$ cat src/rtl/alu_pkg.sv
// alu_pkg: opcode encodings, operand width and FSM states shared by the ALU slice
package alu_pkg;
  localparam int OP_W = 4;
  localparam logic [OP_W-1:0] OP_ADD = 4'd0, OP_SUB = 4'd1, OP_NOT = 4'd2, OP_AND = 4'd3,
                              OP_OR = 4'd4, OP_XOR = 4'd5, OP_SLT = 4'd6, OP_EQ = 4'd7,
                              OP_MUL = 4'd8;
  typedef enum logic [1:0] {S_IDLE, S_MUL, S_DONE} state_t;
endpackage

$ cat src/rtl/alu_seq_core_if.sv
// alu_seq_core_if: operand handshake and result/flag bus; master drives operands, slave returns results
interface alu_seq_core_if #(parameter int WIDTH = 4);
  import alu_pkg::*;
  logic in_valid, in_ready, acc_sel, out_valid, busy, carry, overflow, zero, err;
  logic [WIDTH-1:0] a, b, result;
  logic [OP_W-1:0] op;
  modport master(output in_valid, a, b, op, acc_sel,
                 input in_ready, out_valid, busy, result, carry, overflow, zero, err);
  modport slave(input in_valid, a, b, op, acc_sel,
                output in_ready, out_valid, busy, result, carry, overflow, zero, err);
endinterface

$ cat src/rtl/alu_mul_iter.sv
// alu_mul_iter: sign-magnitude shift-add multiplier; ports clk, rst, start_i, a_i, b_i -> busy_o, done_o, product_o
module alu_mul_iter #(parameter int WIDTH = 4) (
  input  logic               clk,
  input  logic               rst,
  input  logic               start_i,
  input  logic [WIDTH-1:0]   a_i,
  input  logic [WIDTH-1:0]   b_i,
  output logic               busy_o,
  output logic               done_o,
  output logic [2*WIDTH-1:0] product_o
);
  localparam int CW = $clog2(WIDTH + 1);
  logic [2*WIDTH-1:0] acc_q, mcand_q;
  logic [WIDTH-1:0] mplier_q, ma, mb;
  logic [CW-1:0] cnt_q;
  logic neg_q, busy_q;
  assign ma = a_i[WIDTH-1] ? -a_i : a_i;
  assign mb = b_i[WIDTH-1] ? -b_i : b_i;
  // bit 0 of the multiplier is consumed at start, so WIDTH bits finish after WIDTH-1 further edges
  always_ff @(posedge clk or posedge rst) begin
    if (rst) begin
      acc_q <= '0;
      mcand_q <= '0;
      mplier_q <= '0;
      cnt_q <= '0;
      neg_q <= 1'b0;
      busy_q <= 1'b0;
    end else if (start_i) begin
      acc_q <= mb[0] ? {{WIDTH{1'b0}}, ma} : '0;
      mcand_q <= {{WIDTH{1'b0}}, ma} << 1;
      mplier_q <= mb >> 1;
      cnt_q <= CW'(1);
      neg_q <= a_i[WIDTH-1] ^ b_i[WIDTH-1];
      busy_q <= 1'b1;
    end else if (busy_q) begin
      if (cnt_q == CW'(WIDTH)) busy_q <= 1'b0;
      else begin
        acc_q <= acc_q + (mplier_q[0] ? mcand_q : '0);
        mcand_q <= mcand_q << 1;
        mplier_q <= mplier_q >> 1;
        cnt_q <= cnt_q + CW'(1);
      end
    end
  end
  assign busy_o = busy_q;
  assign done_o = busy_q && cnt_q == CW'(WIDTH);
  assign product_o = neg_q ? -acc_q : acc_q;
endmodule

$ cat src/rtl/alu_seq_core.sv
// alu_seq_core: sequential signed ALU (clk, rst, bus: operands in, held result/flags out); ALU_ACC_EN enables acc_sel
module alu_seq_core
  import alu_pkg::*;
#(parameter int WIDTH = 4) (
  input logic clk,
  input logic rst,
  alu_seq_core_if.slave bus
);
  state_t state_q, state_d;
  logic [WIDTH-1:0] result_q, result_d, a_eff, res;
  logic carry_q, carry_d, ovf_q, ovf_d, zero_q, zero_d, err_q, err_d, valid_q, valid_d;
  logic c, v, e, accept, start, mul_busy, mul_done;
  logic [WIDTH:0] sum, dif, prod_hi;
  logic [2*WIDTH-1:0] prod;
  assign accept = bus.in_valid & bus.in_ready;
  assign start = accept && bus.op == OP_MUL;
`ifdef ALU_ACC_EN
  // the accumulator is the last completed result, which result_q already holds
  assign a_eff = bus.acc_sel ? result_q : bus.a;
`else
  logic unused_acc_sel;
  assign unused_acc_sel = bus.acc_sel;
  assign a_eff = bus.a;
`endif
  assign sum = {1'b0, a_eff} + {1'b0, bus.b};
  assign dif = {1'b0, a_eff} - {1'b0, bus.b};
  assign prod_hi = prod[2*WIDTH-1:WIDTH-1];
  always_comb begin
    res = '0;
    c = 1'b0;
    v = 1'b0;
    e = 1'b0;
    case (bus.op)
      OP_ADD: begin
        res = sum[WIDTH-1:0];
        c = sum[WIDTH];
        v = a_eff[WIDTH-1] == bus.b[WIDTH-1] && sum[WIDTH-1] != a_eff[WIDTH-1];
      end
      OP_SUB: begin
        res = dif[WIDTH-1:0];
        c = dif[WIDTH];
        v = a_eff[WIDTH-1] != bus.b[WIDTH-1] && dif[WIDTH-1] != a_eff[WIDTH-1];
      end
      OP_NOT: res = ~a_eff;
      OP_AND: res = a_eff & bus.b;
      OP_OR:  res = a_eff | bus.b;
      OP_XOR: res = a_eff ^ bus.b;
      OP_SLT: res = WIDTH'($signed(a_eff) < $signed(bus.b));
      OP_EQ:  res = WIDTH'(a_eff == bus.b);
      default: e = 1'b1;
    endcase
  end
  // result and flags change only when an op completes, so the display holds steady during multiply
  always_comb begin
    state_d = state_q;
    result_d = result_q;
    carry_d = carry_q;
    ovf_d = ovf_q;
    zero_d = zero_q;
    err_d = err_q;
    valid_d = valid_q;
    if (state_q == S_MUL) begin
      if (mul_done) begin
        state_d = S_DONE;
        result_d = prod[WIDTH-1:0];
        carry_d = 1'b0;
        ovf_d = ~&prod_hi & |prod_hi;
        zero_d = prod[WIDTH-1:0] == '0;
        err_d = 1'b0;
        valid_d = 1'b1;
      end
    end else if (start) begin
      state_d = S_MUL;
      valid_d = 1'b0;
    end else if (accept) begin
      state_d = S_DONE;
      result_d = res;
      carry_d = c;
      ovf_d = v;
      zero_d = ~e && res == '0;
      err_d = e;
      valid_d = 1'b1;
    end
  end
  always_ff @(posedge clk or posedge rst) begin
    if (rst) begin
      state_q <= S_IDLE;
      result_q <= '0;
      carry_q <= 1'b0;
      ovf_q <= 1'b0;
      zero_q <= 1'b0;
      err_q <= 1'b0;
      valid_q <= 1'b0;
    end else begin
      state_q <= state_d;
      result_q <= result_d;
      carry_q <= carry_d;
      ovf_q <= ovf_d;
      zero_q <= zero_d;
      err_q <= err_d;
      valid_q <= valid_d;
    end
  end
  alu_mul_iter #(.WIDTH(WIDTH)) u_mul (
    .clk(clk), .rst(rst), .start_i(start), .a_i(a_eff), .b_i(bus.b),
    .busy_o(mul_busy), .done_o(mul_done), .product_o(prod)
  );
  assign bus.in_ready = state_q != S_MUL;
  assign bus.out_valid = valid_q;
  assign bus.busy = mul_busy;
  assign bus.result = result_q;
  assign bus.carry = carry_q;
  assign bus.overflow = ovf_q;
  assign bus.zero = zero_q;
  assign bus.err = err_q;
endmodule
$ cat src/flat_wrapper.sv
// flat-port wrapper written by rule: the top's interface ports become plain ports
module alu_seq_core_flat import alu_pkg::*;
#(parameter int WIDTH = 4)
  (clk, rst, bus_in_valid, bus_a, bus_b, bus_op, bus_acc_sel, bus_in_ready, bus_out_valid, bus_busy, bus_result, bus_carry, bus_overflow, bus_zero, bus_err);
  alu_seq_core_if #(.WIDTH(WIDTH)) bus_i ();
  input logic clk;
  input logic rst;
  input wire logic [$bits(bus_i.in_valid)-1:0] bus_in_valid;
  input wire logic [$bits(bus_i.a)-1:0] bus_a;
  input wire logic [$bits(bus_i.b)-1:0] bus_b;
  input wire logic [$bits(bus_i.op)-1:0] bus_op;
  input wire logic [$bits(bus_i.acc_sel)-1:0] bus_acc_sel;
  output wire logic [$bits(bus_i.in_ready)-1:0] bus_in_ready;
  output wire logic [$bits(bus_i.out_valid)-1:0] bus_out_valid;
  output wire logic [$bits(bus_i.busy)-1:0] bus_busy;
  output wire logic [$bits(bus_i.result)-1:0] bus_result;
  output wire logic [$bits(bus_i.carry)-1:0] bus_carry;
  output wire logic [$bits(bus_i.overflow)-1:0] bus_overflow;
  output wire logic [$bits(bus_i.zero)-1:0] bus_zero;
  output wire logic [$bits(bus_i.err)-1:0] bus_err;
  assign bus_i.in_valid = bus_in_valid;
  assign bus_i.a = bus_a;
  assign bus_i.b = bus_b;
  assign bus_i.op = bus_op;
  assign bus_i.acc_sel = bus_acc_sel;
  assign bus_in_ready = bus_i.in_ready;
  assign bus_out_valid = bus_i.out_valid;
  assign bus_busy = bus_i.busy;
  assign bus_result = bus_i.result;
  assign bus_carry = bus_i.carry;
  assign bus_overflow = bus_i.overflow;
  assign bus_zero = bus_i.zero;
  assign bus_err = bus_i.err;
  alu_seq_core #(.WIDTH(WIDTH)) u_core (.clk(clk), .rst(rst), .bus(bus_i));
endmodule
$ cat config.mk
export PLATFORM = sky130hd
export DESIGN_NAME = alu_seq_core_flat
export DESIGN_NICKNAME = d
export VERILOG_FILES = /design/src/rtl/alu_pkg.sv /design/src/rtl/alu_seq_core_if.sv /design/src/rtl/alu_mul_iter.sv /design/src/rtl/alu_seq_core.sv /design/src/flat_wrapper.sv
export SDC_FILE = /design/constraint.sdc
export NUM_CORES = 1
export LEC_CHECK = 0
export BUFFER_PORTS_ARGS = -buffer_cell sky130_fd_sc_hd__buf_2
export CAP_MARGIN = 20
export CORE_MARGIN = 8
export CORE_UTILIZATION = 55
export DETAILED_ROUTE_END_ITERATION = 8
export PLACE_DENSITY_LB_ADDON = 0.3
export SKIP_LAST_GASP = 1
export SYNTH_ARGS = -nofsm -noshare
export SYNTH_HDL_FRONTEND = slang
export SYNTH_SLANG_ARGS = --single-unit
$ cat constraint.sdc
create_clock -name clk -period 3.4 [get_ports clk]
set_clock_uncertainty 0.2 [all_clocks]
set_input_delay 0.51 -clock clk [delete_from_list [all_inputs] [get_ports clk]]
set_output_delay 0.51 -clock clk [all_outputs]
set_load 0.03 [all_outputs]
; After elaboration in Yosys (flattened, before gate mapping)
; Cells that the tools add are included.
[word_totals]
ff_bits = 36
latchBits = 0
ramBits = 0
rom_bits = 0
input_bits = 16
output_inout_bits = 11
elab_cells = 116
mem_count = 0
[classes]
n_addsub = 7
n_mul = 0
n_div = 0
order_cmp = 1
eq_ne = 19
n_shift = 0
n_mux = 51
bitwise = 7
n_reduce_logical = 18
[ops]
columns = operator, count
row1 = $mux W8, 8
row2 = $mux W4, 10
row3 = $pmux W4 S8, 1
row4 = $mux W1, 23
row5 = $eq A4 B3 Y1 const B, 4
row6 = $logic_not A4 Y1, 3
row7 = $mux W3, 3
row8 = $add A8 B8 Y8, 1
row9 = $eq A4 B2 Y1 const B, 2
row10 = $mux W2, 4
row11 = $neg A4 Y4, 2
row12 = $neg A8 Y8, 1
row13 = $reduce_or A8 Y1, 1
row14 = $ne A2 B1 Y1 const B, 3
row15 = $add A4 B4 Y5, 1
row16 = $logic_and A1 B1 Y1, 5
row17 = $reduce_and A5 Y1, 1
row18 = $reduce_or A5 Y1, 1
row19 = $sub A4 B4 Y5, 1
row20 = $and A4 B4 Y4, 1
row21 = $eq A4 B1 Y1 const B, 1
row22 = $eq A4 B4 Y1, 1
row23 = $eq A4 B4 Y1 const B, 1
row24 = $lt A4 B4 Y1, 1
row25 = 17 further kinds, 23

; Logic depth before layout (Yosys ltp)
; Gate-level depths: netlist (run 1).
[logic_depth]
depth_word = 7
depth_mapped = 10
depth_no_buf = 10

; Cells and area by module
; Synthesis (run 1) repeated with hierarchy kept, for this count alone.
[unflattened]
hier_cells = 332
area_unflattened_um2 = 2870.3
[modules_own_cells]
columns = mod, n_inst, cells_each, area_per_inst_um2, seq_area_each_um2
row1 = alu_mul_iter, 1, 180, 1571.5, 575.6
row2 = alu_seq_core, 1, 152, 1298.7, 275.3

; Worst setup path after synthesis (run 1)
; OpenSTA, ideal clock, no wires.
[synth_timing]
kind = input -> register
start = input port bus_b[0]
end = register u_core.result_q[1], in the netlist u_core.bus.result[1]
setup_ns = 0.125
arrival_time_ns = 2.005
required_ns = 3.075
path_slack_ns = 1.070
path_stages = 8
n_path_buf = 0
path_cell_list = ha_1 -> fa_1 -> nor2_1 -> a21oi_1 -> a22o_1 -> o21ai_0 -> o31ai_1 -> mux2_2
[synth_between]
elab_chain_cells = 5
elab_cells_between_ends = 6
classes_between = add/sub: 2 / mux: 4
[synth_rtl]
columns = item, line_no
row1 = start: declaration, flat_wrapper.sv:10  ; input wire logic [$bits(bus_i.b)-1:0] bus_b;
row2 = $sub A4 B4 Y5 / $add A4 B4 Y5 (equally long branches), "alu_seq_core.sv:26, alu_seq_core.sv:25"
row3 = $pmux W4 S8 *, alu_seq_core.sv:33  ; case (bus.op)
row4 = $mux W4 *, alu_seq_core.sv:75  ; end else if (accept) begin
row5 = $mux W4 *, alu_seq_core.sv:72  ; end else if (start) begin
row6 = $mux W4 *, alu_seq_core.sv:62  ; if (state_q == S_MUL) begin
row7 = end signal: assignment, alu_seq_core.sv:96  ; result_q <= result_d;
row8 = end: declaration, alu_seq_core.sv:10  ; logic [WIDTH-1:0] result_q, result_d, a_eff, res;
; Every way passes the cells marked *; elsewhere a longest branch is shown, timed or not. The select of a mux whose other input is x is not followed.
; A chain may end at the register's enable or synchronous reset.

; Worst setup path in the final report (run 1)
[layout_timing]
start = register u_core.state_q[1]
end = register u_core.result_q[1], in the netlist u_core.bus.result[1]
[layout_between]
elab_chain_cells = 5
elab_cells_between_ends = 9
classes_between = eq/ne: 4 / mux: 1 / bitwise: 1 / reduce/logical: 3
[layout_rtl]
columns = item, line_no
row1 = start: declaration, alu_seq_core.sv:9  ; state_t state_q, state_d;
row2 = start signal: assignment, alu_seq_core.sv:95  ; state_q <= state_d;
row3 = $ne A2 B1 Y1, alu_seq_core.sv:108  ; assign bus.in_ready = state_q != S_MUL;
row4 = $and A1 B1 Y1, alu_seq_core.sv:15  ; assign accept = bus.in_valid & bus.in_ready;
row5 = $logic_and A1 B1 Y1, alu_seq_core.sv:16  ; assign start = accept && bus.op == OP_MUL;
row6 = $ne A2 B2 Y1 (no line), -
row7 = $reduce_and A3 Y1 (no line), -
; Parallel ways exist; a longest one is shown, timed or not.

==> results by group, run 1 <==
Finish
  – Final instance area: 2969 sq um
  – Final Util: 62.86%
  – Final net count: 394
  – Non-Filler Instances: 420
  – # diodes: 0
  – Share of layout cells above drive strength 1: 12.18%
  – Area Growth Syn to Fin: 9.810%

Detailed routing
  – Post-DRT Antenna Nets: 0
  – DRT Wirelength: 6178 um
  – Routed WL per cell: 14.71 um
  – Routed vias: 2373
  – Via density: 5.650
  – Iter 0 DRT Violations: 169
  – Pre-antenna DRT Iters: 4
  – DR DRC count: 0

Floorplan
  – Core area: 4723 sq um
  – Die W: 86.12 um
  – FP Rows: 25
  – Die Span Y: 86.12 um
  – Die Area: 7416 sq um
  – Initial Util: 57.25%
  – I/O pin total: 27

STA
  – # setup viols final: 0
  – Endpoints failing hold: 0
  – Slew headroom: 54.14%
  – Setup TNS: 0 ns
  – Period utilization: 73.50%
  – Final slew viol count: 0
  – RSZ-0062 raised after global routing: no
  – Least-Margin Pin Slew: 0.6879 ns
  – Final Critical Period: 2.499 ns
  – Achievable frequency: 0.4002 GHz

Hold path
  – Hold Crit Class: in -> async

Logic synthesis
  – Post-synth EDFFs: 0
  – Yosys top cell by area: dfrtp_1
  – Top cells by area, synth: dfrtp_1 (31%), ha_1 (11%), nand2_1 (7.2%)
  – Mapped Nets: 374
  – Yosys top cell area share: 31.47%
  – Ys flop type: dfrtp_1
  – Seq/Total Area, Yosys: 31.47%
  – #FFs+latches synth: 34
  – Post-Synthesis Cells: 332
  – Count of cell types in the netlist: 48
  – Avg Inst Size Synth: 8.144 sq um
  – Post-Syn Area: 2704 sq um
  – YS warnings: 0
  – Ys async rst share: 100.0%

Setup path
  – Critical path data arrival time: 2.47 ns
  – CP startpoint kind: register
  – Setup CP Type: reg -> reg
  – R2r setup slk: 0.90 ns
  – Worst Path Required: 3.37 ns
  – Crit path capture type: register
  – CP Max Fanout: 12

GRT
  – Layer with the highest usage: met2
  – Grt met3 use: 3.534%
  – Met2 Use GR: 27.78%
  – Global route overflow: 0
  – Initial antenna violation count: 0
  – GRT Overall Usage: 17.51%
  – Met1 usage: 23.36%
  – Global-route wire length before repair: 10580 um
  – Number of global-route vias before repair: 2268
  – Largest net degree at the start of global routing: 35

Job
  – Max Cap Viol: 0

Power
  – Max VDD drop: 316.1 uV
  – Total power draw: 1.727 mW
  – Cell Pwr Density: 581.6 nW/um^2
  – Pleak: 1.419 nW

Clocking
  – Post CTS Setup Buffer Count: 0
  – Hold buffer count at CTS: 0
  – Worst-case clock buffer depth: 2
  – Clock Latency Late Sink: 0.29 ns
  – CTS tree: yes
  – CTS root buf: clkbuf_8
  – Worst-path clk slew: 0.07 ns
  – Post_cts resized: 0
  – CTS Sinks: 34
  – Total CTS buffers: 5
  – Max H-tree Level: 2

Placement
  – RD Place Congestion: 0.9009
  – DP HPWL: 4616 um
  – Placed Cells: 411
  – PortBufs: 25
  – Placed cell area: 2870 sq um

Run status
  – Status: finished, final reports clean
through the flow:
stage          hold WS (ns)  setup slack [ns]
2_1_floorplan        0.2561             1.070
3_3_place_gp         0.2583            0.7489
3_5_place_dp         0.2658            0.7019
4_1_cts              0.1221            0.8909
5_1_grt              0.1497            0.7323
6_report             0.1051            0.9010
layer usage:
| metal | wire, um | vias to the layer above |
|---|---|---|
| li1 | - | 1199 |
| met1 | 3028 | 1131 |
| met2 | 2817 | 36 |
| met3 | 268 | 7 |
| met4 | 64 | 0 |
| met5 | 0 | - |
worst paths after layout:
path | startpoint | cells past startpoint | end
worst max-delay path | u_core.state_q[1] | 5 | u_core.bus.result[1]
worst min-delay path | rst | 3 | u_core.u_mul.cnt_q[0]
worst max register to register | u_core.state_q[1] | 5 | u_core.bus.result[1]
worst min register to register | u_core.bus.carry | 2 | u_core.bus.carry
max in group asynchronous | rst | 3 | u_core.u_mul.mcand_q[3]
min in group clk | u_core.bus.carry | 2 | u_core.bus.carry
where the power goes:
| group | total, mW | leakage, nW | internal, mW | switching [mW] |
|---|---|---|---|---|
| sequential | 0.668 | 0.436 | 0.533 | 0.135 |
| combinational | 0.747 | 0.935 | 0.304 | 0.443 |
| clock | 0.312 | 0.0482 | 0.163 | 0.148 |
critical path, cell delays in order (launching register included):
cell and delay [ns]:
dfrtp_1 0.39, nor2b_1 0.38, clkinv_1 0.36, nand3_1 0.26, and2_1 0.42, mux2_2 0.38
logic make-up (layout without fill, tap and decap cells):
| logic type | count (synthesis) | count (layout) | synth area share (%) |
|---|---|---|---|
| AND/OR/NAND/NOR | 134 | 134 | 23.79 |
| flip-flops | 34 | 34 | 31.47 |
| multiplexers | 8 | 8 | 3.054 |
| XOR/XNOR | 11 | 11 | 3.563 |
| adder cells (fa/ha/maj) | 26 | 26 | 12.86 |
| buffers and inverters | 38 | 59 | 5.599 |
| AO/OA/AOI/OAI | 81 | 81 | 19.67 |
placed cells by master (no fill, tap or decap), drive strengths merged, types with 3 or more instances in the layout:
master	n
nand2	52
a21oi	24
ha	23
clkbuf	7
inv	20
nand4	4
xnor2	9
o31ai	4
nand2b	6
a22o	3
dfrtp	34
or3	3
nor2	25
mux2i	6
a211oi	3
a21o	5
o211ai	4
o21ai	17
nand3	11
and2	7
nor2b	8
nor3	7
a31oi	9
fa	3
nor4	5
buf	30
state kept, by name, indices dropped and copies added (netlist names), 2 cells and up:
register	flops
u_core.bus.result	4
u_core.state_q	2
u_core.u_mul.acc_q	8
u_core.u_mul.cnt_q	3
u_core.u_mul.mcand_q	7
u_core.u_mul.mplier_q	3
cells in the mapped netlist (7+ instances only):
cell      instances
a21oi_1          24
a31oi_1           9
and2_1            7
clkbuf_1          8
dfrtp_1          34
ha_1             23
inv_1            20
nand2_1          52
nand3_1          11
nor2_1           25
nor2b_1           8
nor3_1            7
o21ai_0          17
xnor2_1           9
layout make-up:
class / count / area (sq um)
Fill cell: 416 / 1754
Multi-Input combinational cell: 260 / 1702
Sequential cell: 34 / 850.8
Timing Repair Buffer: 30 / 162.7
Clock buffer: 7 / 86.33
Tap cell: 67 / 83.83
Inverter: 21 / 78.83
Clock inverter: 1 / 5.005
Note: power is estimated with default switching activity, not from simulation.
==> run 2, diff against run 1 <==
clock period = 2.6 ns   (was 3.4 ns; I/O delays follow)
==> run 2 against run 1 <==
Against the previous run:
- core utilization rose by 0.69 points
- power rose by 31%
- clock power rose by 32%
- critical path depth rose by 4
- largest power group unchanged
==> results by group, run 2 (synthesis results as in run 1) <==
Finish
  – Commonest cells after routing, fill and taps aside: nand2_1 (52), dfrtp_1 (34), nor2_1 (25), buf_2 (25), a21oi_1 (24) (unchanged)
  – Most common cell after layout, fill and taps aside: nand2_1 (unchanged)
  – Top reg by flops: u_core.u_mul.acc_q (unchanged)
  – Final instance area: 3002 sq um (was 2969 sq um)
  – Share of layout cells above drive strength 1: 12.89% (was 12.18%)
  – Register Area: 850.8 sq um (unchanged)
  – Area Growth Syn to Fin: 11.01% (was 9.810%)
  – Final net count: 398 (was 394)
  – Largest register FFs: 8 (unchanged)
  – # diodes: 0 (unchanged)
  – Fill cell count: 430 (was 416)
  – Multi-input logic area: 1702 sq um (unchanged)
  – Final Util: 63.55% (was 62.86%)

STA
  – Achievable frequency: 0.4149 GHz (was 0.4002 GHz)
  – Setup TNS: 0 ns (unchanged)
  – Endpoints failing hold: 0 (unchanged)
  – Fin Hold WS: 0.1819 ns (was 0.1051 ns)
  – Least-Margin Pin Slew: 0.4933 ns (was 0.6879 ns)
  – Final WS setup: 0.1895 ns (was 0.9010 ns)
  – # setup viols final: 0 (unchanged)
  – Final Critical Period: 2.410 ns (was 2.499 ns)
  – Slew headroom: 66.81% (was 54.14%)
  – Final slew viol count: 0 (unchanged)
  – Period utilization: 92.71% (was 73.50%)
  – RSZ-0062 raised after global routing: no (unchanged)

Setup path
  – Critical path data arrival time: 2.38 ns (was 2.47 ns)
  – CP startpoint kind: register (unchanged)
  – Crit path capture type: register (unchanged)
  – Worst Path Required: 2.57 ns (was 3.37 ns)
  – Setup CP Type: reg -> reg (unchanged)
  – CP Max Fanout: 8 (was 12)

Power
  – Pleak: 1.438 nW (was 1.419 nW)
  – Switching share of power: 41.74% (was 42.06%)
  – Sequential share of power: 38.3% (was 38.7%)
  – Pint: 1.322 mW (was 1.001 mW)
  – Power share of the combinational group: 43.6% (was 43.3%)
  – Clock share of power: 18.1% (about the same)
  – Net Sw Power: 0.9469 mW (was 0.7262 mW)
  – Cell Pwr Density: 755.8 nW/um^2 (was 581.6 nW/um^2)
  – Max VDD drop: 404.9 uV (was 316.1 uV)

Detailed routing
  – Iter 0 DRT Violations: 145 (was 169)
  – Wl on met1: 2897 um (was 3028 um)
  – Via density: 5.795 (was 5.650)
  – Routed WL per cell: 14.32 um (was 14.71 um)
  – Post-DRT Antenna Nets: 0 (unchanged)
  – Routed vias: 2457 (was 2373)
  – Met2 WL: 2697 um (was 2817 um)
  – DR DRC count: 0 (unchanged)
  – Pre-antenna DRT Iters: 4 (unchanged)
  – Top sig layer: met4 (unchanged)
  – DRT Wirelength: 6072 um (was 6178 um)
  – Met3 wire len: 382 um (was 268 um)

Clocking
  – Hold buffer count at CTS: 1 (was 0)
  – Worst-path clk slew: 0.07 ns (about the same)
  – Clock Latency Late Sink: 0.29 ns (about the same)
  – CTS Sinks: 34 (unchanged)
  – CTS root buf: clkbuf_8 (unchanged)
  – CTS tree: yes (unchanged)
  – Worst-case clock buffer depth: 2 (unchanged)
  – Max H-tree Level: 2 (unchanged)
  – Post CTS Setup Buffer Count: 0 (unchanged)
  – Post_cts resized: 0 (unchanged)
  – Total CTS buffers: 5 (unchanged)

GRT
  – Global-route wire length before repair: 10760 um (was 10580 um)
  – GRT Overall Usage: 17.85% (was 17.51%)
  – Number of global-route vias before repair: 2341 (was 2268)
  – Initial antenna violation count: 0 (unchanged)
  – Largest net degree at the start of global routing: 35 (unchanged)
  – Global route overflow: 0 (unchanged)

Placement
  – DP Worst Slack: 0.06482 ns (was 0.7019 ns)
  – RD Place Congestion: 0.8878 (was 0.9009)
  – PortBufs: 25 (unchanged)
  – Placed cell area: 2900 sq um (was 2870 sq um)
  – DP HPWL: 4616 um (about the same)

Floorplan
  – Initial Util: 57.25% (unchanged)
  – FP Rows: 25 (unchanged)
  – Core area: 4723 sq um (unchanged)
  – Die Span Y: 86.12 um (unchanged)
  – Die W: 86.12 um (unchanged)
  – I/O pin total: 27 (unchanged)
  – Die Area: 7416 sq um (unchanged)

Run status
  – Status: finished, final reports clean (unchanged)

Hold path
  – Hold Crit Class: in -> reg (was in -> async)

Job
  – Max Cap Viol: 0 (unchanged)
-- run 2: path summary, 6_finish.rpt --
kind | depth (start not counted) | to | slack, ns | start
min in group asynchronous | 4 | u_core.bus.overflow | 0.54 | rst
min | 2 | u_core.state_q[1] | 0.18 | bus_in_valid
max | 9 | u_core.u_mul.acc_q[7] | 0.19 | u_core.u_mul.mplier_q[0]
max in group asynchronous | 4 | u_core.u_mul.mcand_q[6] | 1.36 | rst
max reg2reg | 9 | u_core.u_mul.acc_q[7] | 0.19 | u_core.u_mul.mplier_q[0]
min reg2reg | 2 | u_core.bus.err | 0.27 | u_core.bus.err
-- run 2: worst max-delay path: stages (launching register included) --
cell     delay [ns]
dfrtp_1        0.45
and2_1         0.16
ha_1           0.17
inv_1          0.06
fa_1           0.37
nor2b_1        0.16
o21a_1         0.14
o21ai_0        0.13
a211o_1        0.32
mux2i_1        0.12
-- run 2: layer usage --
| metal | vias up | track usage [%] |
|---|---|---|
| met2 | 75 | 27.92 |
| li1 | 1209 | - |
| met4 | 0 | 6.051 |
| met5 | - | 0 |
| met1 | 1164 | 23.37 |
| met3 | 9 | 4.202 |
-- run 2: power groups by stage --
stage	Clock [mW]	Sequential, mW	Combinational [mW]
floorplan	0	0.897	0.721
global placement	0	0.873	0.963
detailed placement	0	0.883	0.993
CTS	0.417	0.869	0.996
global route	0.437	0.898	1.12
finish	0.411	0.869	0.988
-- run 2: final cells by class --
cell class | instances | share of cell area, %
clock buffer | 7 | 2.876
clock inverter | 1 | 0.1667
inverter | 21 | 2.626
multi-input combinational | 260 | 56.69
sequential | 34 | 28.35
tap | 67 | 2.793
timing repair buffer | 34 | 6.503
-- run 2: metrics by stage --
step	std cells	total power, mW
detailed placement	415	1.875
global route	424	2.459
floorplan	332	1.618
CTS	424	2.282
finish	424	2.269
global placement	415	1.836
==> run 3, diff against run 2 <==
==> constraint.sdc (replaced) <==
create_clock -name clk -period 2.6 [get_ports clk]
set_clock_uncertainty 0.2 [all_clocks]
set_input_delay 0.13 -clock clk [delete_from_list [all_inputs] [get_ports clk]]
set_output_delay 0.13 -clock clk [all_outputs]
set_load 0.03 [all_outputs]
==> run 3 against run 2 <==
Against the previous run:
- core utilization grew 1.6 points
- routed wire length rose by 2.3%
- via count shrank 0.53%
- critical path depth is 2 higher
- clock power rose by 17%
- first-iteration DRC count fell by 12%
- worst hold slack lost 0.16 ns
- sequential share of layout area is 0.69 points lower
- critical endpoint is now u_core.bus.zero
==> results by group, run 3 (synthesis results as in run 1) <==
Clocking
  – Total CTS buffers: 5 (unchanged)
  – CTS Sinks: 34 (unchanged)
  – Max H-tree Level: 2 (unchanged)
  – Clock Latency Late Sink: 0.28 ns (was 0.29 ns)
  – Worst-case clock buffer depth: 2 (unchanged)
  – Worst-path clk slew: 0.07 ns (about the same)
  – CTS root buf: clkbuf_8 (unchanged)
  – Post CTS Setup Buffer Count: 0 (unchanged)
  – CTS tree: yes (unchanged)

Hold path
  – Cell depth of the worst hold path: 4 (was 2)
  – Hold Crit Class: in -> reg (unchanged)
  – Hold Crit Start: bus_a[2] (was bus_in_valid)
  – Worst min-delay path endpoint: u_core.u_mul.mcand_q[4] (was u_core.state_q[1])

Detailed routing
  – Top sig layer: met4 (unchanged)
  – Via density: 5.697 (was 5.795)
  – Iter 0 DRT Violations: 127 (was 145)
  – Routed WL per cell: 14.48 um (was 14.32 um)
  – DRT Wirelength: 6212 um (was 6072 um)
  – Pre-antenna DRT Iters: 4 (unchanged)
  – Met2 WL: 2820 um (was 2697 um)
  – Routed vias: 2444 (was 2457)
  – DR DRC count: 0 (unchanged)
  – Met3 wire len: 379 um (was 382 um)
  – Wl on met1: 2920 um (was 2897 um)
  – Post-DRT Antenna Nets: 0 (unchanged)

Run status
  – Status: finished, final reports clean (unchanged)

STA
  – Slew headroom: 52.06% (was 66.81%)
  – Achievable frequency: 0.4001 GHz (was 0.4149 GHz)
  – Setup TNS: 0 ns (unchanged)
  – Least-Margin Pin Slew: 0.7183 ns (was 0.4933 ns)
  – Final slew viol count: 0 (unchanged)
  – Period utilization: 96.12% (was 92.71%)
  – # setup viols final: 0 (unchanged)
  – Final Critical Period: 2.499 ns (was 2.410 ns)
  – Endpoints failing hold: 0 (unchanged)

Floorplan
  – FP Rows: 25 (unchanged)
  – Core area: 4723 sq um (unchanged)
  – Die Area: 7416 sq um (unchanged)
  – I/O pin total: 27 (unchanged)
  – Die W: 86.12 um (unchanged)
  – Die Span Y: 86.12 um (unchanged)
  – Initial Util: 57.25% (unchanged)

GRT
  – Global-route wire length before repair: 10790 um (was 10760 um)
  – Number of global-route vias before repair: 2273 (was 2341)
  – Largest net degree at the start of global routing: 21 (was 35)
  – GRT Overall Usage: 17.82% (was 17.85%)
  – Initial antenna violation count: 0 (unchanged)
  – Global route overflow: 0 (unchanged)

Power
  – Sequential share of power: 37.1% (was 38.3%)
  – Max VDD drop: 365.5 uV (was 404.9 uV)
  – Net Sw Power: 0.9530 mW (was 0.9469 mW)
  – Power share of the combinational group: 42.6% (was 43.6%)
  – Pleak: 1.459 nW (was 1.438 nW)
  – Pint: 1.403 mW (was 1.322 mW)
  – Switching share of power: 40.45% (was 41.74%)
  – Cell Pwr Density: 765.7 nW/um^2 (was 755.8 nW/um^2)
  – Clock share of power: 20.3% (was 18.1%)

Finish
  – Commonest cells after routing, fill and taps aside: nand2_1 (52), dfrtp_1 (34), nor2_1 (25), buf_2 (25), a21oi_1 (24) (unchanged)
  – Largest register FFs: 8 (unchanged)
  – Most common cell after layout, fill and taps aside: nand2_1 (unchanged)
  – Multi-input logic area: 1709 sq um (was 1702 sq um)
  – Final Util: 65.14% (was 63.55%)
  – Fill cell count: 414 (was 430)
  – Register Area: 850.8 sq um (unchanged)
  – Area Growth Syn to Fin: 13.79% (was 11.01%)
  – Top reg by flops: u_core.u_mul.acc_q (unchanged)
  – Final net count: 403 (was 398)
  – Share of layout cells above drive strength 1: 12.71% (was 12.89%)
  – # diodes: 0 (unchanged)

Setup path
  – CP startpoint kind: input pin (was register)
  – Worst r2r src: u_core.u_mul.mplier_q[0] (unchanged)
  – Setup CP Type: in -> reg (was reg -> reg)
  – CP Max Fanout: 5 (was 8)
  – Crit path capture type: register (unchanged)
  – Worst Path Required: 2.60 ns (was 2.57 ns)
  – R2r setup slk: 0.23 ns (was 0.19 ns)
  – Worst reg2reg path depth: 9 (unchanged)
  – Critical path data arrival time: 2.50 ns (was 2.38 ns)
  – RR Endpoint: u_core.u_mul.acc_q[7] (unchanged)

Placement
  – RD Place Congestion: 0.8857 (was 0.8878)
  – DP HPWL: 4761 um (was 4616 um)
  – PortBufs: 25 (unchanged)

Job
  – Max Cap Viol: 0 (unchanged)
[run 3: changes by cell type in the layout (fill, tap and decap cells not counted), sizes merged]
cell / delta
dlygate4sd3: +6
buf: -1
bufinv: +1
clkinv: -1
[run 3: power groups by stage]
stage                     Sequential, mW  Combinational, mW  Clock, mW
after floorplan                    0.897              0.721          0
after global placement             0.874              0.957          0
after detailed placement           0.883              0.991          0
after CTS                          0.873               1.00      0.485
after global routing               0.904               1.13      0.511
final                              0.873               1.00      0.479
[run 3: final cells by class]
| cell class | instances | share of cell area (%) |
|---|---|---|
| Sequential cell | 34 | 27.65 |
| Multi-Input combinational cell | 260 | 55.55 |
| Inverter | 21 | 2.562 |
| Timing Repair Buffer | 39 | 8.052 |
| Clock buffer | 7 | 2.481 |
| Tap cell | 67 | 2.725 |
| Clock inverter | 1 | 0.9760 |
[run 3: stage by stage]
| stage | hold slack [ns] | cells | area, sq um | power (mW) | worst slack [ns] |
|---|---|---|---|---|---|
| floorplan | 0.02645 | 332 | 2704 | 1.618 | 0.4300 |
| global placement | 0.09222 | 414 | 2893 | 1.831 | 0.2989 |
| detailed placement | 0.09028 | 414 | 2893 | 1.874 | 0.2565 |
| CTS | 0.01094 | 429 | 3069 | 2.360 | 0.03416 |
| global route | 0.06525 | 429 | 3077 | 2.547 | -0.02300 |
| finish | 0.02542 | 429 | 3077 | 2.356 | 0.1008 |
[run 3: timing repair]
action	4_1_cts	5_1_grt
gates resized for setup	0	3
hold buffers	7	0
endpoints found under the setup margin	0	3
endpoints found under the hold margin	25	0
[run 3: how the worst max path moves through the flow]
stage,startpoint,end,slack [ns],cells past startpoint
floorplan,u_core.u_mul.mplier_q[0],u_core.u_mul.acc_q[7],0.43,9
global placement,u_core.u_mul.mplier_q[0],u_core.u_mul.acc_q[7],0.30,9
detailed placement,u_core.u_mul.mplier_q[0],u_core.u_mul.acc_q[7],0.26,9
CTS,bus_b[0],u_core.bus.result[1],0.03,10
global route,bus_a[0],u_core.bus.zero,-0.02,11
finish,bus_a[0],u_core.bus.zero,0.10,11
[run 3: metal layers]
layer  up-vias  GRT usage [%]
met4         0          5.892
li1       1216              -
met5         -              0
met2        72          26.80
met1      1147          24.39
met3         9          4.011
[run 3: worst max-delay path: stages]
cell and delay, ns:
dlygate4sd3_1 0.51, buf_2 0.12, inv_1 0.11, ha_2 0.21
fa_1 0.39, nor2_1 0.14, nor4_1 0.06, a21oi_1 0.20
a211oi_1 0.10, a211o_1 0.32, o31ai_2 0.21
